[src/rtl/fb_pkg.sv]
// fb_pkg: shared widths, state encoding and address helpers for the frame-buffer scan master
package fb_pkg;
    localparam int ADDR_W    = 17;
    localparam int DATA_W    = 32;
    localparam int MEM_WORDS = 77500;

    localparam logic MODE_SCAN = 1'b0;
    localparam logic MODE_FILL = 1'b1;

    typedef enum logic [1:0] {IDLE, SCAN, DRAIN, FILL} state_t;

    function automatic logic [ADDR_W-1:0] addr_inc(input logic [ADDR_W-1:0] a);
        return (a == ADDR_W'(MEM_WORDS - 1)) ? '0 : a + ADDR_W'(1);
    endfunction

    // 2^ADDR_W < 2*MEM_WORDS, so one subtraction is a full modulo reduction
    function automatic logic [ADDR_W-1:0] addr_mod(input logic [ADDR_W-1:0] a);
        return (a >= ADDR_W'(MEM_WORDS)) ? a - ADDR_W'(MEM_WORDS) : a;
    endfunction
endpackage

[src/rtl/fb_stream_fifo.sv]
// fb_stream_fifo: show-ahead FIFO buffering captured read data towards the pixel stream
module fb_stream_fifo #(
    parameter int DEPTH = 8,
    parameter int W     = 32
) (
    input  logic                   clk_i,
    input  logic                   reset_n_i,
    input  logic                   push_i,
    input  logic                   pop_i,
    input  logic [W-1:0]           data_i,
    output logic [W-1:0]           data_o,
    output logic                   empty_o,
    output logic                   full_o,
    output logic [$clog2(DEPTH):0] count_o
);
    localparam int AW = $clog2(DEPTH);

    logic [W-1:0]  mem_q [DEPTH];
    logic [AW-1:0] wr_q, rd_q;
    logic [AW:0]   count_q;
    logic          do_push, do_pop;

    assign count_o = count_q;
    assign empty_o = count_q == '0;
    assign full_o  = count_q == (AW+1)'(DEPTH);
    assign do_push = push_i && !full_o;
    assign do_pop  = pop_i && !empty_o;
    assign data_o  = empty_o ? '0 : mem_q[rd_q];

    // storage array, written only on push so it needs no reset
    always_ff @(posedge clk_i) begin
        if (do_push) mem_q[wr_q] <= data_i;
    end

    // pointers wrap naturally because DEPTH is a power of two
    always_ff @(posedge clk_i or negedge reset_n_i) begin
        if (!reset_n_i) begin
            wr_q    <= '0;
            rd_q    <= '0;
            count_q <= '0;
        end else begin
            wr_q    <= do_push ? wr_q + AW'(1) : wr_q;
            rd_q    <= do_pop ? rd_q + AW'(1) : rd_q;
            count_q <= count_q + (AW+1)'(do_push) - (AW+1)'(do_pop);
        end
    end
endmodule

[src/rtl/fb_scan_master.sv]
// fb_scan_master: Avalon-MM master that streams a frame-memory word range out (SCAN) or clears it to a constant (FILL)
module fb_scan_master
    import fb_pkg::*;
#(
    parameter int FIFO_DEPTH = 8,
    parameter int RD_LAT     = 1
) (
    input  logic              clk_i,
    input  logic              reset_n_i,
    input  logic              start_i,
    input  logic              mode_i,
    input  logic [ADDR_W-1:0] base_addr_i,
    input  logic [ADDR_W-1:0] num_words_i,
    input  logic [DATA_W-1:0] fill_data_i,
    output logic              busy_o,
    output logic              done_o,
    output logic [ADDR_W-1:0] avm_address_o,
    output logic              avm_chipselect_o,
    output logic              avm_write_o,
    output logic [3:0]        avm_byteenable_o,
    output logic [DATA_W-1:0] avm_writedata_o,
    output logic              avm_clken_o,
    input  logic [DATA_W-1:0] avm_readdata_i,
    output logic [DATA_W-1:0] out_data_o,
    output logic              out_valid_o,
    input  logic              out_ready_i
);
    localparam int CW = $clog2(FIFO_DEPTH) + 2;

    state_t                    state_q;
    logic [ADDR_W-1:0]         num_q, issued_q, addr_q;
    logic [DATA_W-1:0]         wdata_q;
    logic [3:0]                be_q;
    logic                      busy_q, done_q, cs_q, wr_q, clken_q;
    logic [RD_LAT-1:0]         vld_q, vld_d;
    logic [CW-1:0]             infl_d, occ_d;
    logic [$clog2(FIFO_DEPTH):0] fifo_count;
    logic                      push, pop, empty, full, room, drained;

    assign busy_o           = busy_q;
    assign done_o           = done_q;
    assign avm_address_o    = addr_q;
    assign avm_chipselect_o = cs_q;
    assign avm_write_o      = wr_q;
    assign avm_byteenable_o = be_q;
    assign avm_writedata_o  = wdata_q;
    assign avm_clken_o      = clken_q;
    assign out_valid_o      = !empty;

    // a read on the bus this cycle enters the latency pipe at the next edge
    assign vld_d = RD_LAT'({vld_q, cs_q && !wr_q});
    assign push  = vld_q[RD_LAT-1];
    assign pop   = !empty && out_ready_i;
    assign occ_d = CW'(fifo_count) + CW'(push) - CW'(pop);

    // words already owed to the FIFO after this edge, used as read credit
    always_comb begin
        infl_d = '0;
        for (int i = 0; i < RD_LAT; i++) infl_d = infl_d + CW'(vld_d[i]);
    end

    assign room    = !full && (occ_d + infl_d < CW'(FIFO_DEPTH));
    assign drained = (vld_d == '0) && (occ_d == '0);

    fb_stream_fifo #(.DEPTH(FIFO_DEPTH), .W(DATA_W)) u_fifo (
        .clk_i     (clk_i),
        .reset_n_i (reset_n_i),
        .push_i    (push),
        .pop_i     (pop),
        .data_i    (avm_readdata_i),
        .data_o    (out_data_o),
        .empty_o   (empty),
        .full_o    (full),
        .count_o   (fifo_count)
    );

    // command FSM; the first access goes out on the accept edge so data appears two edges later
    always_ff @(posedge clk_i or negedge reset_n_i) begin
        if (!reset_n_i) begin
            state_q  <= IDLE;
            num_q    <= '0;
            issued_q <= '0;
            addr_q   <= '0;
            wdata_q  <= '0;
            be_q     <= '0;
            busy_q   <= 1'b0;
            done_q   <= 1'b0;
            cs_q     <= 1'b0;
            wr_q     <= 1'b0;
            clken_q  <= 1'b0;
            vld_q    <= '0;
        end else begin
            clken_q <= 1'b1;
            done_q  <= 1'b0;
            vld_q   <= vld_d;
            case (state_q)
                IDLE: begin
                    cs_q <= 1'b0;
                    wr_q <= 1'b0;
                    be_q <= '0;
                    if (start_i && num_words_i == '0) begin
                        done_q <= 1'b1;
                    end else if (start_i) begin
                        num_q    <= num_words_i;
                        issued_q <= ADDR_W'(1);
                        addr_q   <= addr_mod(base_addr_i);
                        wdata_q  <= fill_data_i;
                        cs_q     <= 1'b1;
                        wr_q     <= mode_i == MODE_FILL;
                        be_q     <= 4'hF;
                        busy_q   <= 1'b1;
                        state_q  <= (mode_i == MODE_FILL) ? FILL : SCAN;
                    end
                end
                SCAN, FILL: begin
                    if (issued_q == num_q) begin
                        cs_q    <= 1'b0;
                        wr_q    <= 1'b0;
                        be_q    <= '0;
                        done_q  <= state_q == FILL;
                        busy_q  <= state_q == SCAN;
                        state_q <= (state_q == FILL) ? IDLE : DRAIN;
                    end else if (state_q == FILL || room) begin
                        cs_q     <= 1'b1;
                        be_q     <= 4'hF;
                        addr_q   <= addr_inc(addr_q);
                        issued_q <= issued_q + ADDR_W'(1);
                    end else begin
                        cs_q <= 1'b0;
                        be_q <= '0;
                    end
                end
                DRAIN: begin
                    if (drained) begin
                        done_q  <= 1'b1;
                        busy_q  <= 1'b0;
                        state_q <= IDLE;
                    end
                end
                default: state_q <= IDLE;
            endcase
        end
    end
endmodule

[config.mk]
export PLATFORM = sky130hd
export DESIGN_NAME = fb_scan_master
export DESIGN_NICKNAME = d
export VERILOG_FILES = /design/src/rtl/fb_pkg.sv /design/src/rtl/fb_stream_fifo.sv /design/src/rtl/fb_scan_master.sv
export SDC_FILE = /design/constraint.sdc
export NUM_CORES = 1
export LEC_CHECK = 0
export BUFFER_PORTS_ARGS = -buffer_cell sky130_fd_sc_hd__buf_4
export CAP_MARGIN = 20
export CORE_ASPECT_RATIO = 1.75
export CORE_MARGIN = 2
export CORE_UTILIZATION = 62
export DETAILED_ROUTE_END_ITERATION = 10
export GPL_ROUTABILITY_DRIVEN = 0
export PLACE_DENSITY = 0.95
export SYNTH_ARGS = -nofsm -noshare
export SYNTH_HDL_FRONTEND = slang
export SYNTH_SLANG_ARGS = --single-unit
[constraint.sdc]
create_clock -name clk_i -period 8.3 [get_ports clk_i]
set_input_delay 0.83 -clock clk_i [delete_from_list [all_inputs] [get_ports clk_i]]
set_output_delay 0.83 -clock clk_i [all_outputs]
set_load 0.03 [all_outputs]
Yosys cells after proc, flatten, opt, wreduce, memory -nomap -nowiden
Memory sizes are Yosys's and may differ from the RTL's.
Index checks and enable logic that the tools add are counted.
{ "op_classes": {"add_sub_neg": 10, "magnitude_cmp": 2, "eq_ne": 12, "n_mux": 45, "bitwise": 2, "reduce_logical": 21} }
{ "ops": {"columns": ["cell", "n"], "rows": [
  ["$mux 17", 10],
  ["$pmux 17 s2", 2],
  ["$add 17x1->17 const B", 2],
  ["$mux 32", 1],
  ["$eq 17x17->1", 1],
  ["$eq 17x17->1 const B", 1],
  ["$ge 17x17->1 const B", 1],
  ["$logic_not 17->1", 1],
  ["$sub 17x17->17 const B", 1],
  ["$mux 1", 16],
  ["$mux 4", 4],
  ["$mux 2", 6],
  ["$ne 2x2->1 const B", 6],
  ["$pmux 4 s2", 1],
  ["$logic_and 1x1->1", 7],
  ["$add 3x1->3 const B", 2],
  ["$pmux 1 s3", 2],
  ["$pmux 2 s3", 1],
  ["$add 4x1->5", 1],
  ["$add 5x1->5", 1],
  ["$logic_not 5->1", 1],
  ["$lt 5x4->1 const B", 1],
  ["$reduce_and 5->1", 1],
  ["$sub 5x1->5", 1],
  ["other kinds (16)", 21]
]} }
{ "totals": {"register_bits": 105, "ram_bits": 256, "inputBits": 103, "elab_cells": 108, "mem_count": 1} }
{ "memory_table": {"columns": ["memory", "words", "width", "rd", "rd_ports_with_merged_regs", "wr", "line_no", "text"], "rows": [
  ["u_fifo.mem_q", 8, 32, 1, 0, 1, "fb_stream_fifo.sv:18", "logic [W-1:0] mem_q [DEPTH];"]
]} }

Longest topological paths before layout
Gate-level depths: netlist of run 1.
{ "depth": {"ltp_word": 11, "ltp_mapped": 18, "mapped_depth_nobuf": 16} }

Cells and area by module
From an unflattened synthesis of run 1, not the netlist that was laid out.
{ "hier_totals": {"hier_cells": 1038, "hier_area_um2": 15357.2} }
{ "by_module_without_submodules": {"columns": ["mod", "instances", "cells_each", "area_per_inst_um2", "seq_area_each_um2"], "rows": [
  ["fb_stream_fifo", 1, 433, 10177.3, 7937.6],
  ["fb_scan_master", 1, 605, 5180.0, 2277.2]
]} }

Worst setup path before layout of run 1
OpenSTA, ideal clock, no wires.
{ "synth_timing": {"path_type": "register to register", "startpoint": "reg u_fifo.count_q[2] (netlist: u_fifo.count_o[2])", "endpoint": "reg addr_q[1] (netlist: avm_address_o[1])", "setup_time_ns": 0.125, "arrival_time_ns": 3.901, "required_time_ns": 8.175, "path_slack_ns": 4.275, "path_stages_with_launch": 18, "path_buffers": 2, "period_less_slack_ns": 4.025, "path_cell_list": "dfrtp_1 > inv_1 > ha_1 > and2_1 > clkbuf_1 > inv_1 > and2_1 > ha_1 > inv_1 > ha_1 > fa_1 > and3b_1 > or4_1 > a22o_1 > o221a_4 > o21ai_4 > buf_6 > mux2_2"} }
{ "synth_via": {"elab_chain_cells": 10} }
{ "synth_lines": {"columns": ["element", "line_no", "text"], "rows": [
  ["start, declared", "fb_stream_fifo.sv:20", "logic [AW:0] count_q;"],
  ["start signal, assigned", "fb_stream_fifo.sv:44", "count_q <= count_q + (AW+1)'(do_push) - (AW+1)'(do_pop);"],
  ["$logic_not 4->1", "fb_stream_fifo.sv:24", "assign empty_o = count_q == '0;"],
  ["$logic_not 1->1", null, null],
  ["via out_valid_o", "fb_scan_master.sv:25", "output logic out_valid_o,"],
  ["$logic_and 1x1->1", "fb_scan_master.sv:53", "assign pop = !empty && out_ready_i;"],
  ["$sub 5x1->5", "fb_scan_master.sv:54", "assign occ_d = CW'(fifo_count) + CW'(push) - CW'(pop);"],
  ["$add 5x1->5", "fb_scan_master.sv:62", "assign room = !full && (occ_d + infl_d < CW'(FIFO_DEPTH));"],
  ["$lt 5x4->1", "fb_scan_master.sv:62", null],
  ["$logic_and 1x1->1", "fb_scan_master.sv:62", null],
  ["$logic_or 1x1->1", "fb_scan_master.sv:123", "end else if (state_q == FILL || room) begin"],
  ["$ne 2x2->1 (no line)", null, null],
  ["$reduce_and 5->1 (no line)", null, null],
  ["end signal, assigned", "fb_scan_master.sv:106", "addr_q <= addr_mod(base_addr_i);"],
  ["end signal, assigned", "fb_scan_master.sv:126", "addr_q <= addr_inc(addr_q);"],
  ["end, declared", "fb_scan_master.sv:31", "logic [ADDR_W-1:0] num_q, issued_q, addr_q;"]
]} }
The timed path passes the listed nets, and every way through them passes these cells.
A chain may end at the register's enable or synchronous reset.

Final worst setup path of run 1
{ "layout_timing": {"startpoint": "reg u_fifo.count_q[3] (netlist: u_fifo.count_o[3])", "endpoint": "reg addr_q[10] (netlist: avm_address_o[10])"} }
{ "layout_via": {"elab_chain_cells": 10} }
{ "layout_lines": {"columns": ["element", "line_no"], "rows": [
  ["branches (longest 6 deep; another with $add 4x1->5)", null],
  ["$logic_and 1x1->1 (*)", "fb_scan_master.sv:62"],
  ["$logic_or 1x1->1 (*)", "fb_scan_master.sv:123"],
  ["$ne 2x2->1 (no line) (*)", null],
  ["$reduce_and 5->1 (no line) (*)", null]
]} }
Every way passes the cells marked *.

==> results.sh, run 1 <==
export IMPL_status="complete, no violations"
export IMPL_dieArea_sq_mm=0.0260
export IMPL_crit_arrival_ps=5080
export IMPL_final_hold_viol_count=0
export IMPL_h_tree_depth=1
export IMPL_post_cts_resized=0
export IMPL_worst_skew_pair_late_latency_ps=570
export IMPL_ys_types=61
export IMPL_fp_dieW_um=123
export IMPL_leakagePower_nw=7.19
export IMPL_grt_overflow=0
export IMPL_viasPerCell=6.25
export IMPL_synthToLayoutAreaGrowth_pct=18.2
export IMPL_avgSynthCellArea_sq_um=14.6
export IMPL_wl_per_cell_um=23.1
export IMPL_grt_usage_pct=28.7
export IMPL_fin_crit_sh_pct=55.9
export IMPL_grt_pass1_vias=9899
export IMPL_setup_ws_ps=3660
export IMPL_port_buffer_count=193
export IMPL_pwr_density_cell_mw_per_mm2=380
export IMPL_use_met2_pct=50.7
export IMPL_clk_path_buf_depth=3
export IMPL_tns_ps=0
export IMPL_grt_pass1_wl_um=55900
export IMPL_syn_area_sq_mm=0.0153
export IMPL_peakVddDrop_mv=0.317
export IMPL_cp_max_fo=42
export IMPL_rsz0062_at_grt="no"
export IMPL_drc=0
export IMPL_clkTransAtPathRegs_ps=70
export IMPL_core_area_sq_mm=0.0244
export IMPL_async_flop_share_pct=28.3
export IMPL_postCtsSetupBuffers=0
export IMPL_first_pass_iters=7
export IMPL_dpl_worst_slack_ps=3660
export IMPL_crit_required_ps=8740
export IMPL_max_freq_mhz=215
export IMPL_ios=194
export IMPL_cts_tree="built"
export IMPL_vias=9830
export IMPL_synth_edff_count=256
export IMPL_globalRouteMet3Util_pct=4.34
export IMPL_ys_ff_latch=357
export IMPL_layout_drive_gt1_share_pct=27.5
export IMPL_fin_worst_skew_ps=27.5
export IMPL_cp_start_kind="flop"
export IMPL_holdWs_ps=287
export IMPL_cp_end_kind="flop"
export IMPL_synth_ff_type="edfxtp_1"
export IMPL_drv_slew=0
export IMPL_start_util_pct=62.6
export IMPL_setup_viol=0
export IMPL_cap_violations=0
export IMPL_synthesis_nets=1171
export IMPL_hpwlAfterDp_um=22500
export IMPL_die_y_um=212
export IMPL_ant_nets=0
export IMPL_antenna_cells=0
export IMPL_grt_max_degree=69
export IMPL_grt_busiest_layer="met2"
export IMPL_rows=76
export IMPL_path_class="reg -> reg"
export IMPL_clock_sinks=357
export IMPL_layout_nets=1360
export IMPL_synth_cells=1051
export IMPL_grt_util_met1_pct=34.0
export IMPL_wirelength_um=36400
export IMPL_tightest_slew_ps=1030
export IMPL_hold_buffers=0
export IMPL_synth_seq_area_share_pct=66.8
export IMPL_min_path_type="in -> async"
export IMPL_synth_warnings=0
export IMPL_root_buffer="clkbuf_16"
export IMPL_slew_headroom_pct=31.4
export IMPL_cts_buffers=30
export IMPL_antenna_found_initial=0
export IMPL_period_minus_slack_ps=4640
export IMPL_dr_first_iter_drc_count=961
[kinds of logic (layout without fill, tap and decap cells)]
kind of cell / count (synthesis) / after routing / synth area share (%)
other cells: 1 / 1 / 0.0245
simple gates: 357 / 357 / 10.4
buf+inv: 77 / 288 / 2.14
xor+xnor: 37 / 37 / 2.12
flops: 357 / 357 / 66.8
mux: 110 / 110 / 12.5
fa+ha+maj: 17 / 17 / 1.49
compound gates: 95 / 95 / 4.56
[synthesized netlist by cell type, types with 4 or more instances]
cell type | number | area share (%)
nor2b_1 | 4 | 0.16
edfxtp_1 | 256 | 50
inv_1 | 23 | 0.56
and3_1 | 8 | 0.33
dfrtp_1 | 101 | 17
nand4b_1 | 4 | 0.23
o211ai_1 | 4 | 0.20
a21oi_1 | 15 | 0.49
buf_1 | 10 | 0.25
nor2_1 | 64 | 1.6
o32ai_1 | 8 | 0.46
nor3_1 | 14 | 0.46
mux2i_1 | 43 | 2.8
and2_1 | 4 | 0.16
or3_1 | 4 | 0.16
nand4_1 | 12 | 0.49
o21ai_0 | 23 | 0.75
nand2b_1 | 14 | 0.57
mux4_2 | 64 | 9.4
a22o_1 | 14 | 0.80
buf_4 | 6 | 0.29
xor2_1 | 26 | 1.5
nand2_1 | 193 | 4.7
a21o_1 | 5 | 0.25
xnor2_1 | 11 | 0.63
ha_1 | 15 | 1.2
clkbuf_1 | 29 | 0.71
buf_2 | 7 | 0.23
nand3_1 | 15 | 0.49
nor4_1 | 9 | 0.37
o22ai_1 | 4 | 0.16
[sequential cells by signal, indices dropped and copies added, names as in the netlist]
register	cells
avm_address_o	17
avm_byteenable_o	1
avm_clken_o	1
avm_write_o	1
avm_writedata_o	32
busy_o	1
done_o	1
issued_q	17
num_q	17
push	1
state_q	2
u_fifo.count_o	4
u_fifo.mem_q	256
u_fifo.rd_q	3
u_fifo.wr_q	3
[per-layer routing]
| layer | part of all wire, % | vias up |
|---|---|---|
| met4 | 4.7 | 0 |
| li1 | - | 4290 |
| met2 | 55 | 510 |
| met5 | 0 | - |
| met3 | 6.4 | 118 |
| met1 | 34 | 4912 |
[area by class of cell]
class	count	area [sq um]
sequential	357	10200
fill	1368	6370
multi-input combinational	617	4810
timing repair buffer	210	1590
clock buffer	32	758
tap	312	390
clock inverter	22	208
inverter	24	90.1
[path summary, 6_finish.rpt]
path	start	endpoint	slack, ps	cells after the start
setup / recovery	u_fifo.count_o[3]$_DFF_PN0_	avm_address_o[10]$_DFFE_PN0P_	3660	16
min in group clk_i	fill_data_i[31]	avm_writedata_o[31]$_DFFE_PN0P_	440	3
max in group asynchronous	reset_n_i	avm_writedata_o[22]$_DFFE_PN0P_	6880	2
setup reg to reg	u_fifo.count_o[3]$_DFF_PN0_	avm_address_o[10]$_DFFE_PN0P_	3660	16
hold / removal	reset_n_i	u_fifo.count_o[1]$_DFF_PN0_	290	1
hold reg to reg	avm_writedata_o[0]$_DFFE_PN0P_	avm_writedata_o[0]$_DFFE_PN0P_	480	2
[report_power, final]
group	switching, mW	leakage (nW)	internal [mW]	total, mW
sequential	0.319	3.56	2.29	2.61
clock	0.629	0.470	0.758	1.39
combinational	1.72	3.15	1.15	2.87
total	2.67	7.19	4.20	6.87
[stage by stage]
| stage | power [mW] | instance area [sq um] | utilization, % | instances |
|---|---|---|---|---|
| 5_1_grt | 7.18 | 18100 | 73.9 | 1574 |
| 6_report | 6.87 | 18100 | 73.9 | 1574 |
| 2_1_floorplan | 4.53 | 15300 | - | 1051 |
| 3_3_place_gp | 5.35 | 17100 | 69.9 | 1518 |
| 3_5_place_dp | 5.47 | 17100 | 69.9 | 1519 |
| 4_1_cts | 6.89 | 18100 | 73.9 | 1573 |
[worst max-delay path, stage by stage, from the launching register on]
cell and delay [ps]:
dfrtp_1 410, inv_1 90, ha_1 140, and2_1 130, inv_1 70, and2_1 160, ha_1 260, inv_1 40
ha_1 200, fa_1 410, and3b_1 210, or4_1 500, a22o_1 280, o221a_4 250, o21ai_4 760, o21ai_0 290
a22o_1 310
[layout by cell type, fill, tap and decap left out, drive strengths merged, types with 3 or more instances in the layout]
cell type | Yosys | final
a21o | 5 | 5
a21oi | 15 | 15
a22o | 14 | 14
a31o | 3 | 3
a41o | 3 | 3
and2 | 4 | 4
and3 | 8 | 8
buf | 24 | 210
bufinv | 0 | 3
clkbuf | 29 | 32
clkinv | 1 | 16
clkinvlp | 0 | 3
dfrtp | 101 | 101
edfxtp | 256 | 256
ha | 15 | 15
inv | 23 | 24
mux2 | 3 | 3
mux2i | 43 | 43
mux4 | 64 | 64
nand2 | 193 | 193
nand2b | 14 | 14
nand3 | 15 | 15
nand4 | 12 | 12
nand4b | 4 | 4
nor2 | 65 | 65
nor2b | 4 | 4
nor3 | 14 | 14
nor4 | 9 | 9
o211ai | 4 | 4
o21ai | 25 | 25
o22ai | 4 | 4
o32ai | 8 | 8
or3 | 4 | 4
xnor2 | 11 | 11
xor2 | 26 | 26
Power figures use the tool's default switching activity.
==> run 2: changes to the inputs <==
--- a/config.mk
+++ b/config.mk
@@ -5,14 +5,15 @@
 export SDC_FILE = /design/constraint.sdc
 export NUM_CORES = 1
 export LEC_CHECK = 0
+export ABC_AREA = 1
 export BUFFER_PORTS_ARGS = -buffer_cell sky130_fd_sc_hd__buf_4
 export CAP_MARGIN = 20
 export CORE_ASPECT_RATIO = 1.75
 export CORE_MARGIN = 2
-export CORE_UTILIZATION = 62
+export CORE_UTILIZATION = 59
 export DETAILED_ROUTE_END_ITERATION = 10
 export GPL_ROUTABILITY_DRIVEN = 0
-export PLACE_DENSITY = 0.95
+export PLACE_DENSITY = 0.92
 export SYNTH_ARGS = -nofsm -noshare
 export SYNTH_HDL_FRONTEND = slang
 export SYNTH_SLANG_ARGS = --single-unit
==> constraint.sdc (replaced) <==
create_clock -name clk_i -period 4.5 [get_ports clk_i]
set_input_delay 0.45 -clock clk_i [delete_from_list [all_inputs] [get_ports clk_i]]
set_output_delay 0.45 -clock clk_i [all_outputs]
set_load 0.03 [all_outputs]
==> results.sh, run 2 <==
export IMPL_status="finished, violations left"
export IMPL_violations="negative hold slack"
export IMPL_grt_overflow=0
export IMPL_synth_seq_area_share_pct=62.5
export IMPL_period_minus_slack_ps=3630
export IMPL_post_synth_top_count_cell="nand2_1"
export IMPL_slew_headroom_pct=32.5
export IMPL_holdWs_ps=-12.9
export IMPL_cp_end_kind="flop"
export IMPL_pwr_density_cell_mw_per_mm2=554
export IMPL_grt_usage_pct=27.2
export IMPL_synth_edff_count=256
export IMPL_setup_viol=0
export IMPL_routed_wl_met2_um=22200
export IMPL_clock_sinks=357
export IMPL_first_pass_iters=5
export IMPL_synth_top_area_share_pct=47.1
export IMPL_wl_per_cell_um=18.3
export IMPL_clk_path_buf_depth=3
export IMPL_viasPerCell=5.79
export IMPL_root_buffer="clkbuf_16"
export IMPL_ios=194
export IMPL_clkTransAtPathRegs_ps=70
export IMPL_cts_tree="built"
export IMPL_fin_crit_sh_pct=80.7
export IMPL_grt_pass1_wl_um=62800
export IMPL_grt_max_degree=129
export IMPL_vias=12900
export IMPL_largest_reg_flops=256
export IMPL_syn_area_sq_mm=0.0163
export IMPL_ant_nets=0
export IMPL_port_buffer_count=193
export IMPL_synthesis_nets=1796
export IMPL_drc=0
export IMPL_leakagePower_nw=8.02
export IMPL_dieArea_sq_mm=0.0291
export IMPL_rows=80
export IMPL_ys_types=41
export IMPL_async_flop_share_pct=28.3
export IMPL_final_util_pct=70.0
export IMPL_min_path_type="in -> async"
export IMPL_path_class="reg -> reg"
export IMPL_layout_nets=1952
export IMPL_cp_startpoint="u_fifo.count_o[3]$_DFF_PN0_"
export IMPL_wl_met1_um=13800
export IMPL_crit_slowest_cell="fa_1"
export IMPL_cp_cell_sequence="inv_1 -> ha_1 -> nand3_1 -> nand2_1 -> inv_1 -> ha_1 -> inv_1 -> ha_1 -> fa_1 -> nand2_1 -> nor2_1 -> nand3_1 -> nand2_1 -> nand2_1 -> nand3_1 -> nand2_1 -> nand2_4 -> nand2_4 -> nand2_1 -> nand2_1"
export IMPL_tightest_slew_ps=1010
export IMPL_final_common_cell="nand2_1"
export IMPL_synth_cells=1676
export IMPL_crit_required_ps=4920
export IMPL_drv_slew=0
export IMPL_tns_ps=0
export IMPL_cpMostUsedCell="nand2_1"
export IMPL_wirelength_um=40700
export IMPL_crit_arrival_ps=4050
export IMPL_rsz0062_at_grt="no"
export IMPL_worst_skew_pair_late_latency_ps=550
export IMPL_final_cell_mix="nand2_1 (403), nor2_1 (261), edfxtp_1 (256)"
export IMPL_cap_violations=0
export IMPL_critical_path_max_stage_delay_ps=550
export IMPL_max_freq_mhz=275
export IMPL_h_tree_depth=1
export IMPL_synthToLayoutAreaGrowth_pct=16.6
export IMPL_rr_worst_depth=20
export IMPL_antenna_found_initial=0
export IMPL_antenna_cells=0
export IMPL_avgSynthCellArea_sq_um=9.75
export IMPL_regMostFlops="u_fifo.mem_q"
export IMPL_core_area_sq_mm=0.0272
export IMPL_dr_first_iter_drc_count=1152
export IMPL_cp_start_kind="flop"
export IMPL_rr_startpoint="u_fifo.count_o[3]$_DFF_PN0_"
export IMPL_fin_worst_skew_ps=13.6
export IMPL_met3_length_um=2940
export IMPL_hpwlAfterDp_um=24600
export IMPL_hold_buffers=0
export IMPL_highest_layer="met4"
export IMPL_synth_warnings=0
export IMPL_post_cts_resized=0
export IMPL_synth_ff_type="edfxtp_1"
export IMPL_start_util_pct=60.0
export IMPL_grt_pass1_vias=13100
export IMPL_postCtsSetupBuffers=0
export IMPL_layout_drive_gt1_share_pct=16.1
export IMPL_ys_ff_latch=357
export IMPL_yosys_area_top_type="edfxtp_1"
export IMPL_peakVddDrop_mv=0.511
export IMPL_cp_max_fo=36
export IMPL_cts_buffers=29
export IMPL_synth_common_cells="nand2_1 (403), nor2_1 (269), edfxtp_1 (256)"
export IMPL_final_hold_viol_count=9
export IMPL_synth_area_top_cells="edfxtp_1 (47%), dfrtp_1 (15%), nand2_1 (9.3%)"
export IMPL_die_y_um=224
export IMPL_fp_dieW_um=130
## run 2: cell count changes after synthesis, sizes merged, moves of 14 or more
cell,change
a31oi,+30
clkbuf,+21
inv,+77
mux2i,-43
mux4,-64
nand2,+216
nand2b,-14
nand3,+68
nand4,+16
nor2,+211
o21ai,+160
o22ai,+28
## run 2: routing by layer
| metal | vias to the layer above | global-route usage (%) |
|---|---|---|
| met3 | 151 | 3.94 |
| met2 | 655 | 50.3 |
| met5 | - | 0 |
| met4 | 0 | 14.2 |
| met1 | 6096 | 29.3 |
| li1 | 5960 | - |
## run 2: power breakdown
part           internal (mW)  switching, mW
Combinational           1.29           2.82
Sequential              3.62          0.186
Clock                   1.48           1.16
Total                   6.39           4.17
## run 2: cell type report
type / count / area [sq um]
fillers: 1882 / 8170
flip-flops and latches: 357 / 10200
repair buffers: 212 / 1640
multi-input cells: 1131 / 5360
clock inverters: 21 / 263
clock buffers: 31 / 733
inverters: 101 / 379
well taps: 369 / 462
## run 2: cell families after synthesis
| group | after synthesis | share of synthesized area (%) |
|---|---|---|
| fa+ha+maj | 17 | 1.39 |
| flops | 357 | 62.5 |
| compound gates | 259 | 8.52 |
| simple gates | 817 | 20.7 |
| buf+inv | 188 | 4.85 |
| xor+xnor | 37 | 1.98 |
| other cells | 1 | 0.0230 |
## run 2: through the flow
step                      area [sq um]  power (mW)  setup WS [ps]  std cells
after floorplan                  16300        6.74           1590       1676
after global placement           18000        7.73           1090       2168
after detailed placement         18000        7.90            979       2169
after CTS                        19000        10.6            927       2221
after global routing             19100        11.1            630       2222
final                            19100        10.6            869       2222
## run 2: worst paths after layout
check | slack [ps] | to
max in group asynchronous | 3490 | avm_address_o[4]$_DFFE_PN0P_
min in group clk_i | 100 | avm_writedata_o[14]$_DFFE_PN0P_
worst min register to register | 490 | avm_writedata_o[17]$_DFFE_PN0P_
worst max register to register | 870 | avm_address_o[14]$_DFFE_PN0P_
worst min-delay path | -10 | avm_writedata_o[29]$_DFFE_PN0P_
worst max-delay path | 870 | avm_address_o[14]$_DFFE_PN0P_
## run 2: critical path: cells and delay by family (launching register included)
| family | cells | cell delay (ps) |
|---|---|---|
| buffers and inverters | 3 | 230 |
| flip-flops | 1 | 420 |
| AND/OR/NAND/NOR | 13 | 1680 |
| adder cells (fa/ha/maj) | 4 | 1170 |
